==> config.mk <==
export PLATFORM = sky130hd
export DESIGN_NAME = snn_inference_sequencer
export DESIGN_NICKNAME = d
export VERILOG_FILES = /design/src/rtl/snn_pkg.sv /design/src/rtl/snn_argmax_scan.sv /design/src/rtl/snn_inference_sequencer.sv
export SDC_FILE = /design/constraint.sdc
export NUM_CORES = 1
export LEC_CHECK = 0
export CORE_MARGIN = 2
export CORE_UTILIZATION = 61
export DETAILED_ROUTE_END_ITERATION = 8
export GPL_ROUTABILITY_DRIVEN = 0
export PLACE_DENSITY_LB_ADDON = 0.05
export SLEW_MARGIN = 20
export SYNTH_ARGS = -nofsm -noshare
export SYNTH_HDL_FRONTEND = slang
export SYNTH_HIERARCHICAL = 1
export SYNTH_SLANG_ARGS = --single-unit
export TNS_END_PERCENT = 5
==> constraint.sdc <==
create_clock -name clk -period 6.41 [get_ports clk]
set_input_delay 1.923 -clock clk [delete_from_list [all_inputs] [get_ports clk]]
set_output_delay 1.923 -clock clk [all_outputs]
set_load 0.05 [all_outputs]
==> src/rtl/snn_pkg.sv <==
`default_nettype none
// ============================================================================
// Module      : snn_pkg
// Description : Shared types and constants for the SNN inference sequencer:
//               FSM state encoding, default dimensions and the saturating
//               spike-count increment.
// Revision    : 1.0 - initial release
// ============================================================================
package snn_pkg;

    localparam int c_n_out_default  = 10;
    localparam int c_step_w_default = 8;
    localparam int c_cnt_w_default  = 8;
    localparam int c_cls_w_default  = 4;

    typedef enum logic [2:0] {
        S_IDLE  = 3'd0,
        S_CLEAR = 3'd1,
        S_STEP  = 3'd2,
        S_WAIT  = 3'd3,
        S_SCAN  = 3'd4,
        S_DONE  = 3'd5
    } snn_state_t;

    // Increment by one when enabled, but never past max_value (no wrap).
    function automatic int unsigned sat_inc(input int unsigned value,
                                            input logic        en,
                                            input int unsigned max_value);
        if (en && (value < max_value)) begin
            return value + 1;
        end
        return value;
    endfunction

endpackage : snn_pkg
`default_nettype wire

==> src/rtl/snn_argmax_scan.sv <==
`default_nettype none
// ============================================================================
// Module      : snn_argmax_scan
// Description : Sequential argmax. One (idx, value) pair per valid cycle;
//               start marks the first element and reloads the running best.
//               Strict '>' keeps the lowest index on ties. best_* include the
//               element presented this cycle, so on the last element they
//               already carry the final answer.
// Revision    : 1.0 - initial release
// ============================================================================
module snn_argmax_scan #(
    parameter int IDX_W = 4,
    parameter int VAL_W = 8
) (
    input  logic             clk,
    input  logic             rst,
    input  logic             start,
    input  logic             valid,
    input  logic             last,
    input  logic [IDX_W-1:0] idx,
    input  logic [VAL_W-1:0] value,
    output logic [IDX_W-1:0] best_idx,
    output logic [VAL_W-1:0] best_val,
    output logic             scan_done
);

    logic [IDX_W-1:0] r_best_idx;
    logic [VAL_W-1:0] r_best_val;
    logic             w_take;

    // First element always wins; later ones only when strictly larger.
    always_comb begin
        w_take   = valid && (start || (value > r_best_val));
        best_idx = w_take ? idx   : r_best_idx;
        best_val = w_take ? value : r_best_val;
    end

    assign scan_done = valid && last;

    // Running best, carried from one scanned element to the next.
    always_ff @(posedge clk or posedge rst) begin
        if (rst) begin
            r_best_idx <= '0;
            r_best_val <= '0;
        end else if (valid) begin
            r_best_idx <= best_idx;
            r_best_val <= best_val;
        end
    end

endmodule : snn_argmax_scan
`default_nettype wire

==> src/rtl/snn_inference_sequencer.sv <==
`default_nettype none
// ============================================================================
// Module      : snn_inference_sequencer
// Description : Runs one SNN inference: clears the core, issues one step per
//               time step, accumulates saturating per-class spike counts and
//               selects the winning class with a sequential argmax.
// Revision    : 1.0 - initial release
// ============================================================================
module snn_inference_sequencer
    import snn_pkg::*;
#(
    parameter int N_OUT  = c_n_out_default,
    parameter int STEP_W = c_step_w_default,
    parameter int CNT_W  = c_cnt_w_default,
    parameter int CLS_W  = c_cls_w_default
) (
    input  logic              clk,
    input  logic              rst,
    input  logic              start,
    input  logic              abort,
    input  logic [STEP_W-1:0] num_steps,
    output logic              busy,
    output logic              done,
    output logic              core_clear,
    output logic              core_step,
    input  logic              core_step_done,
    input  logic [N_OUT-1:0]  core_spikes,
    output logic [CLS_W-1:0]  result_class,
    output logic [CNT_W-1:0]  result_count,
    input  logic [CLS_W-1:0]  cnt_rd_idx,
    output logic [CNT_W-1:0]  cnt_rd_data
);

    localparam int unsigned c_cnt_max  = (1 << CNT_W) - 1;
    localparam logic [CLS_W-1:0] c_last_cls = CLS_W'(N_OUT - 1);

    snn_state_t        r_state;
    logic [STEP_W-1:0] r_num_steps;
    logic [STEP_W-1:0] r_step_cnt;
    logic [CNT_W-1:0]  r_count [N_OUT];
    logic [CLS_W-1:0]  r_scan_idx;
    logic              r_done;
    logic              r_core_clear;
    logic              r_core_step;
    logic [CLS_W-1:0]  r_result_class;
    logic [CNT_W-1:0]  r_result_count;
    logic [CNT_W-1:0]  r_rd_data;

    logic [STEP_W-1:0] w_step_next;
    logic [CNT_W-1:0]  w_rd_data;
    logic [CNT_W-1:0]  w_scan_val;
    logic              w_scan_valid;
    logic              w_scan_first;
    logic [CLS_W-1:0]  w_best_idx;
    logic [CNT_W-1:0]  w_best_val;
    logic              w_scan_done;

    assign w_step_next  = r_step_cnt + 1'b1;
    assign w_scan_valid = (r_state == S_SCAN);
    assign w_scan_first = w_scan_valid && (r_scan_idx == '0);

    // Counter muxes for the host read port and the scanner; out-of-range reads give 0.
    always_comb begin
        w_rd_data  = '0;
        w_scan_val = '0;
        for (int i = 0; i < N_OUT; i++) begin
            if (cnt_rd_idx == CLS_W'(i)) w_rd_data  = r_count[i];
            if (r_scan_idx == CLS_W'(i)) w_scan_val = r_count[i];
        end
    end

    snn_argmax_scan #(
        .IDX_W (CLS_W),
        .VAL_W (CNT_W)
    ) u_argmax (
        .clk       (clk),
        .rst       (rst),
        .start     (w_scan_first),
        .valid     (w_scan_valid),
        .last      (r_scan_idx == c_last_cls),
        .idx       (r_scan_idx),
        .value     (w_scan_val),
        .best_idx  (w_best_idx),
        .best_val  (w_best_val),
        .scan_done (w_scan_done)
    );

    // Sequencer FSM with registered pulse outputs, counters and result latch.
    always_ff @(posedge clk or posedge rst) begin
        if (rst) begin
            r_state        <= S_IDLE;
            r_num_steps    <= '0;
            r_step_cnt     <= '0;
            r_scan_idx     <= '0;
            r_done         <= 1'b0;
            r_core_clear   <= 1'b0;
            r_core_step    <= 1'b0;
            r_result_class <= '0;
            r_result_count <= '0;
            r_rd_data      <= '0;
            for (int i = 0; i < N_OUT; i++) begin
                r_count[i] <= '0;
            end
        end else begin
            r_done       <= 1'b0;
            r_core_clear <= 1'b0;
            r_core_step  <= 1'b0;
            r_rd_data    <= w_rd_data;
            case (r_state)
                S_IDLE: begin
                    // Abort beats a simultaneous start.
                    if (start && !abort) begin
                        r_num_steps  <= num_steps;
                        r_step_cnt   <= '0;
                        r_core_clear <= 1'b1;
                        r_state      <= S_CLEAR;
                        for (int i = 0; i < N_OUT; i++) begin
                            r_count[i] <= '0;
                        end
                    end
                end
                S_CLEAR: begin
                    if (abort) begin
                        r_state <= S_IDLE;
                    end else if (r_num_steps == '0) begin
                        r_scan_idx <= '0;
                        r_state    <= S_SCAN;
                    end else begin
                        r_core_step <= 1'b1;
                        r_state     <= S_STEP;
                    end
                end
                S_STEP: begin
                    r_state <= abort ? S_IDLE : S_WAIT;
                end
                S_WAIT: begin
                    if (abort) begin
                        r_state <= S_IDLE;
                    end else if (core_step_done) begin
                        for (int i = 0; i < N_OUT; i++) begin
                            r_count[i] <= CNT_W'(sat_inc(32'(r_count[i]), core_spikes[i], c_cnt_max));
                        end
                        r_step_cnt <= w_step_next;
                        if (w_step_next == r_num_steps) begin
                            r_scan_idx <= '0;
                            r_state    <= S_SCAN;
                        end else begin
                            r_core_step <= 1'b1;
                            r_state     <= S_STEP;
                        end
                    end
                end
                S_SCAN: begin
                    if (abort) begin
                        r_state <= S_IDLE;
                    end else if (w_scan_done) begin
                        r_result_class <= w_best_idx;
                        r_result_count <= w_best_val;
                        r_done         <= 1'b1;
                        r_state        <= S_DONE;
                    end else begin
                        r_scan_idx <= r_scan_idx + 1'b1;
                    end
                end
                S_DONE: begin
                    r_state <= S_IDLE;
                end
                default: begin
                    r_state <= S_IDLE;
                end
            endcase
        end
    end

    assign busy         = (r_state != S_IDLE);
    assign done         = r_done;
    assign core_clear   = r_core_clear;
    assign core_step    = r_core_step;
    assign result_class = r_result_class;
    assign result_count = r_result_count;
    assign cnt_rd_data  = r_rd_data;

endmodule : snn_inference_sequencer
`default_nettype wire
==> out/metrics.yaml, run 1 <==
floorplan:
  rows: 44
  die_height_um: 124.8
  dieArea_um2: 15570
  initial_core_util: 0.6195
  io_pins: 51
  design.core.area_um2: 14370
  fp.dieW_um: 124.8
placement:
  preCtsSetupSlack_ps: 1370
  dp_hpwl_mm: 16.62
  placed_cell_area_um2: 9427
  port-buffer-count: 50
  placed_cells: 1233
sta:
  finalClockSkew_ps: 6.325
  rsz0062_at_grt: "false"
  setup_slack_ps: 1432
  fin_crit_sh: 0.7765
  timing.final.crit_period_ps: 4978
  setup_viol: 0
  timing.hold.ws_ps: 475.9
  worstMarginPinSlew_ps: 955.8
  drv_slew: 0
  setup_tns_ps: 0
  max-slew-margin-rel: 0.3608
  hold_violations: 0
  max_clock_freq_ghz: 0.2009
routing:
  vias: 8321
  routedWlPerCell_um: 19.37
  finalWirelength_mm: 24.51
  drc_errors: 0
  drtPass1Iterations: 6
  vias_per_cell: 6.578
  ant_nets: 0
  drt_iter0_drc: 964
synthesis:
  synth_seq_area_share: 0.3880
  synth_area_leader_cell: "dfrtp_1"
  synth_async_sr_flop_share: 1.000
  ys.flop_type: "dfrtp_1"
  synth-edff-count: 0
  synth_area_per_cell_um2: 8.501
  ys_ff_latch: 138
  synth_fp_nets: 1097
  yosys-top-cells-count: "nand2_1 (173), dfrtp_1 (138), nor2_1 (96)"
  ys_types: 79
  yosys-top-cells-area: "dfrtp_1 (39%), nand2_1 (7.3%), o21ai_0 (4.6%)"
  synth_cells: 1047
  yosysMostFrequentCell: "nand2_1"
  netlist.area_leader.share: 0.3880
  yosysWarnings: 6
  syn_area_um2: 8901
critical_path:
  worstSetupPathType: "flop to flop"
  path_max_fanout: 20
  critPathArrivalTime_ps: 5340
  required_ps: 6770
  cp-start-kind: "flop"
  critPathCaptureType: "flop"
run_status:
  status: "complete, no violations"
layout:
  drive_gt1_frac: 0.06568
  diodes: 0
  final_area_um2: 10110
  nets: 1118
  area_growth_pct: 13.64
  stdcell_count: 1265
global_routing:
  grt_usage: 0.3167
  grt_pass1_wl_mm: 39.53
  grt_pass1_vias: 7576
  antenna_found_initial: 0
  gr-total-overflow: 0
  grt_max_degree: 69
pwr:
  peakVddDrop_v: 0.0002851
  power_density_nw_per_um2: 306.7
  total_leakage_power_nw: 4.405
clock_tree:
  htreeDepth: 4
  postCtsSetupBuffers: 0
  cts_tree: "yes"
  root_buffer: "clkbuf_16"
  cts-resized-gates: 0
  clkTransAtPathRegs_ps: 60
  ctsHoldBuffers: 0
  clock_sinks: 138
  cts-buffers-inserted: 17
  clock_latency_ps: 430
  cts_buffer_depth: 2
hold_path:
  hp-class: "flop to flop"
job:
  maxCapViolCount: 0
## worst max-delay path, stage by stage, from the launching register on
cell and delay [ps]:
dfrtp_1 470, inv_1 120, ha_1 610, and3b_1 260, a21oi_1 40, o21ai_0 300, a221oi_1 130, o311a_1 390
a221oi_1 660, ha_1 260, nand4_1 110, or2_0 230, o21ai_0 640, buf_4 290, a22o_1 170, a221o_1 110
nand2_1 50, nand2_1 70
## placed cells by master, fill, tap and decap left out, drive strengths merged, types with 7 or more instances in the layout
cell / count
nand2: 173
dfrtp: 138
nor2: 97
o21ai: 90
clkdlybuf4s50: 50
a21oi: 49
nand3: 47
nand4: 26
a221o: 25
inv: 24
ha: 23
o31ai: 21
mux2i: 21
clkbuf: 21
xnor2: 20
a22o: 19
a221oi: 18
and3: 17
nand2b: 17
nor3: 17
xor2: 16
nor2b: 15
o22ai: 10
a31oi: 9
and2: 9
and3b: 8
nor4: 8
o311a: 7
## cell type report
cell class / count / area [µm²]
inverters: 24 / 92.59
clock inverters: 11 / 215.2
repair buffers: 56 / 558.0
multi-input cells: 831 / 5095
clock buffers: 21 / 470.5
fillers: 1112 / 4254
well taps: 184 / 230.2
flip-flops and latches: 138 / 3453
## cells by family after synthesis
logic type | Yosys count | share of synthesized area
muxes | 24 | 0.02783
and+or+nand+nor | 463 | 0.2539
buffers and inverters | 78 | 0.03992
adders and majority gates | 24 | 0.03346
DFF | 138 | 0.3880
AOI/OAI and AO/OA | 283 | 0.2190
xor gates and xnor gates | 37 | 0.03795
## routing by layer
metal | up-vias | global-route usage | part of all wire
met3 | 49 | 0.05369 | 0.070
met1 | 4043 | 0.4449 | 0.44
met5 | - | 0 | 0
met4 | 0 | 0.1170 | 0.027
li1 | 3877 | - | -
met2 | 352 | 0.4957 | 0.47
## flip-flops by register name, summed over array words and instances (netlist names)
name,cells
cnt_rd_data,8
r_step_cnt,8
core_step,1
u_argmax/r_best_val,8
u_argmax/r_best_idx,4
r_state,3
result_class,4
done,1
r_count,80
r_scan_idx,4
core_clear,1
result_count,8
r_num_steps,8
## where the power goes
group / total [mW] / leakage [nW] / switching [mW] / internal [mW]
Sequential: 1.07 / 1.84 / 0.135 / 0.936
Clock: 1.14 / 0.333 / 0.382 / 0.760
Combinational: 0.889 / 2.23 / 0.576 / 0.312
Total: 3.10 / 4.41 / 1.09 / 2.01
## path summary, 6_finish.rpt
kind	start	slack (ps)	depth (start not counted)	endpoint
max in group asynchronous	rst	3560	3	r_count[54]
worst max register to register	r_scan_idx[0]	1430	17	result_class[2]
min in group asynchronous	rst	1940	2	u_argmax/r_best_val[4]
worst min-delay path	result_class[3]	480	2	result_class[3]
worst min register to register	result_class[3]	480	2	result_class[3]
worst max-delay path	r_scan_idx[0]	1430	17	result_class[2]
## stage by stage
| step | power (mW) | util |
|---|---|---|
| after detailed placement | 1.940 | 0.6560 |
| after CTS | 3.092 | 0.7038 |
| final | 3.102 | 0.7039 |
| after floorplan | 1.706 | - |
| after global routing | 3.240 | 0.7039 |
| after global placement | 1.922 | 0.6560 |
No activity file was read; power rests on OpenSTA's default activity.
==> inputs of run 2 (changes only) <==
--- a/config.mk
+++ b/config.mk
@@ -6,7 +6,7 @@
 export NUM_CORES = 1
 export LEC_CHECK = 0
 export CORE_MARGIN = 2
-export CORE_UTILIZATION = 61
+export CORE_UTILIZATION = 55
 export DETAILED_ROUTE_END_ITERATION = 8
 export GPL_ROUTABILITY_DRIVEN = 0
 export PLACE_DENSITY_LB_ADDON = 0.05
==> constraint.sdc (replaced) <==
create_clock -name clk -period 4.2 [get_ports clk]
set_input_delay 1.26 -clock clk [delete_from_list [all_inputs] [get_ports clk]]
set_output_delay 1.26 -clock clk [all_outputs]
set_load 0.05 [all_outputs]
==> out/metrics.yaml, run 2 (same netlist as run 1, synthesis figures left out) <==
floorplan:
  io_pins: 51
  dieArea_um2: 17220
  rows: 46
  initial_core_util: 0.5624
  design.core.area_um2: 15830
  die_height_um: 131.2
  fp.dieW_um: 131.2
hold_path:
  min_from: "result_class[3]"
  hp-class: "flop to flop"
layout:
  drive_gt1_frac: 0.09648
  final_cell_mix: "nand2_1 (173), dfrtp_1 (138), nor2_1 (96)"
  fin_util: 0.6541
  diodes: 0
  final_common_cell: "nand2_1"
  nets: 1146
  area_growth_pct: 16.31
  largest_reg_flops: 80
  top_register: "r_count"
critical_path:
  required_ps: 4520
  critPathArrivalTime_ps: 4280
  path_max_fanout: 24
  startpoint: "r_scan_idx[0]"
  timing.reg2reg.setup_slack_ps: 240
  reg2reg_from: "r_scan_idx[0]"
  critPathCaptureType: "flop"
  cp-start-kind: "flop"
  worstSetupPathType: "flop to flop"
placement:
  port-buffer-count: 50
  dp_hpwl_mm: 17.55
sta:
  timing.final.crit_period_ps: 3964
  max-slew-margin-rel: 0.4738
  finalClockSkew_ps: 7.610
  rsz0062_at_grt: "false"
  setup_viol: 0
  max_clock_freq_ghz: 0.2523
  fin_crit_sh: 0.9439
  worstMarginPinSlew_ps: 788.5
  timing.hold.ws_ps: 472.8
  setup_tns_ps: 0
  hold_violations: 0
  drv_slew: 0
global_routing:
  grt_pass1_vias: 7544
  antenna_found_initial: 0
  grt_pass1_wl_mm: 40.05
  grt_usage: 0.2919
  gr-total-overflow: 0
  grt_max_degree: 44
clock_tree:
  clock_sinks: 138
  clock_latency_ps: 430
  root_buffer: "clkbuf_16"
  clkTransAtPathRegs_ps: 60
  cts_buffer_depth: 2
  ctsHoldBuffers: 0
  htreeDepth: 4
  cts-buffers-inserted: 17
  cts_tree: "yes"
run_status:
  status: "complete, no violations"
routing:
  vias_per_cell: 6.247
  drt_iter0_drc: 677
  drc_errors: 0
  drtPass1Iterations: 5
  finalWirelength_mm: 24.83
  routedWlPerCell_um: 18.74
  vias: 8277
  ant_nets: 0
job:
  maxCapViolCount: 0
pwr:
  peakVddDrop_v: 0.0003356
  power_density_nw_per_um2: 454.6
  total_leakage_power_nw: 4.530
[run 2: layer usage]
layer  vias up  part of all wire  GRT usage
met5         -                 0          0
met4         0             0.027    0.08877
met3        50             0.061    0.05980
met2       311              0.47     0.4635
met1      3968              0.44     0.4050
li1       3948                 -          -
[run 2: cell type report]
cell class                 count  area (µm²)
sequential                   138        3453
inverter                      24       93.84
clock buffer                  20       456.7
timing repair buffer          84       793.3
tap                          216       270.3
clock inverter                12       147.6
multi-input combinational    831        5137
fill                        1397        5475
[run 2: worst max-delay path, cell delays in order, from the launching register on]
cell and delay (ps):
dfrtp_1 410, inv_1 100, ha_2 280, buf_4 230, and3b_1 170, a21oi_1 40
o21ai_0 180, a221oi_1 100, o311a_1 390, a221oi_2 250, inv_1 80, ha_1 290
nand4_1 120, or2_0 260, and3_1 180, a31o_4 300, a221o_1 330, nand2_1 80
nand2_1 70
[run 2: timing repair]
item / CTS / global route
endpoints found under the setup margin: 0 / 24
resized for setup: 0 / 9
setup buffers: 0 / 0
[run 2: path summary, 6_finish.rpt]
kind,end,cells past startpoint
worst max-delay path,result_count[1],18
worst min-delay path,result_class[3],2
worst max register to register,result_count[1],18
worst min register to register,result_class[3],2
max in group asynchronous,core_clear,4
min in group asynchronous,result_class[3],2
[run 2: report_power, final]
group	internal [mW]	switching [mW]
clock	0.960	0.593
combinational	0.587	0.991
sequential	1.43	0.146
total	2.98	1.73
[run 2: through the flow]
stage	total power, mW	cell area [µm²]	setup WS, ps	std cells
after floorplan	2.604	8905	400.3	1047
after global placement	3.062	9683	245.2	1292
after detailed placement	3.089	9683	109.6	1292
after CTS	4.653	10290	58.39	1324
after global routing	4.941	10350	58.04	1325
final	4.706	10350	235.7	1325
==> inputs of run 3 (changes only) <==
--- a/config.mk
+++ b/config.mk
@@ -6,8 +6,9 @@
 export NUM_CORES = 1
 export LEC_CHECK = 0
 export CORE_MARGIN = 2
-export CORE_UTILIZATION = 55
+export CORE_UTILIZATION = 59
 export DETAILED_ROUTE_END_ITERATION = 8
+export DONT_BUFFER_PORTS = 1
 export GPL_ROUTABILITY_DRIVEN = 0
 export PLACE_DENSITY_LB_ADDON = 0.05
 export SLEW_MARGIN = 20
==> out/metrics.yaml, run 3 (same netlist as run 1, synthesis figures left out) <==
routing:
  vias_per_cell: 6.525
  finalWirelength_mm: 23.71
  routedWlPerCell_um: 19.23
  wl_met2_mm: 10.71
  dr.max_layer_used: "met4"
  wl_met1_mm: 10.97
  drc_errors: 0
  drt_iter0_drc: 707
  drtPass1Iterations: 5
  ant_nets: 0
  route.met3.wl_mm: 1.452
  vias: 8045
clock_tree:
  clkTransAtPathRegs_ps: 60
  root_buffer: "clkbuf_16"
  cts-buffers-inserted: 17
  cts_buffer_depth: 2
  clock_latency_ps: 430
  postCtsSetupBuffers: 0
  cts-resized-gates: 0
  clock_sinks: 138
  ctsHoldBuffers: 0
  htreeDepth: 4
  cts_tree: "yes"
sta:
  finalClockSkew_ps: 13.27
  drv_slew: 0
  max-slew-margin-rel: 0.4998
  rsz0062_at_grt: "false"
  timing.final.crit_period_ps: 3943
  setup_viol: 0
  fin_crit_sh: 0.9388
  worstMarginPinSlew_ps: 747.5
  setup_tns_ps: 0
  hold_violations: 0
  max_clock_freq_ghz: 0.2536
floorplan:
  io_pins: 51
  rows: 44
  initial_core_util: 0.6078
  design.core.area_um2: 14640
  dieArea_um2: 16080
  fp.dieW_um: 126.8
  die_height_um: 126.8
pwr:
  peakVddDrop_v: 0.0004538
  power_density_nw_per_um2: 481.5
  total_leakage_power_nw: 4.297
critical_path:
  critPathArrivalTime_ps: 4260
  startpoint: "r_scan_idx[0]"
  worstSetupPathType: "flop to flop"
  worst_r2r_endpoint: "result_count[5]"
  reg2reg_from: "r_scan_idx[0]"
  slowest_stage: "a221oi_1"
  crit_chain: "inv_1 -> ha_1 -> and3b_1 -> a21oi_1 -> o21ai_0 -> a221oi_1 -> o311a_1 -> a221oi_1 -> ha_1 -> a21oi_1 -> o21ai_0 -> and3_1 -> a31o_4 -> a221o_1 -> nand2_1 -> nand2_1"
  slowest_delay_ps: 430
  cp-start-kind: "flop"
  crit_family: "compound AO/OA/AOI/OAI gates"
  required_ps: 4520
  path_max_fanout: 24
  critPathCaptureType: "flop"
  cp_num_buf_inv: 1
  timing.reg2reg.setup_slack_ps: 260
  reg2regPathDepth: 16
layout:
  top_register: "r_count"
  fin_util: 0.6652
  largest_reg_flops: 80
  final_common_cell: "nand2_1"
  diodes: 0
  nets: 1086
  final_cell_mix: "nand2_1 (173), dfrtp_1 (138), nor2_1 (96)"
  drive_gt1_frac: 0.08961
  area_growth_pct: 9.446
run_status:
  status: "complete, no violations"
hold_path:
  hold_depth: 1
  min_from: "r_step_cnt[7]"
  hp-class: "flop to flop"
  whs_endpoint: "r_step_cnt[7]"
global_routing:
  antenna_found_initial: 0
  gr-total-overflow: 0
  grt_pass1_wl_mm: 38.78
  grt_pass1_vias: 7334
  grt_usage: 0.3034
  grt_max_degree: 127
job:
  maxCapViolCount: 0
placement:
  port-buffer-count: 0
  dp_hpwl_mm: 16.47
## run 3: worst max-delay path by stage
stage                            endpoint  slack [ps]  cells after the start
after floorplan           result_class[1]         400                     16
after global placement    result_count[1]         220                     16
after detailed placement  result_count[7]         120                     16
after CTS                 result_count[5]          90                     16
after global routing      result_count[6]          10                     16
final                     result_count[5]         260                     16
## run 3: worst register-to-register path: stages, from the launching register on
cell,delay [ps]
dfrtp_1,410
inv_1,100
ha_1,370
and3b_1,220
a21oi_1,40
o21ai_0,200
a221oi_1,140
o311a_1,350
a221oi_1,430
ha_1,350
a21oi_1,140
o21ai_0,130
and3_1,210
a31o_4,300
a221o_1,320
nand2_1,60
nand2_1,50
## run 3: final cells by class
| cell class | instances | area (µm²) |
|---|---|---|
| multi-input cells | 831 | 5129 |
| fillers | 1226 | 4902 |
| flip-flops and latches | 138 | 3453 |
| clock buffers | 20 | 446.7 |
| well taps | 184 | 230.2 |
| clock inverters | 12 | 196.4 |
| repair buffers | 24 | 192.7 |
| inverters | 24 | 93.84 |
## run 3: routing by layer
| metal | vias to the layer above | global-route usage |
|---|---|---|
| li1 | 3818 | - |
| met1 | 3870 | 0.4364 |
| met2 | 310 | 0.4579 |
| met3 | 47 | 0.06073 |
| met4 | 0 | 0.1092 |
| met5 | - | 0 |
## run 3: metrics by stage
step	total power [mW]	std cells	hold WS (ps)	worst slack [ps]	cell area, µm²
after floorplan	2.604	1047	466.3	400.3	8905
after global placement	2.989	1201	505.5	221.9	9062
after detailed placement	3.000	1201	509.6	119.5	9062
after CTS	4.653	1233	523.6	92.34	9706
after global routing	4.930	1233	540.4	14.71	9742
final	4.691	1233	530.3	256.9	9742
## run 3: report_power, final
| part | leakage, nW | switching, mW | internal [mW] |
|---|---|---|---|
| registers | 1.84 | 0.200 | 1.43 |
| logic | 2.15 | 0.890 | 0.528 |
| clock network | 0.306 | 0.577 | 1.07 |
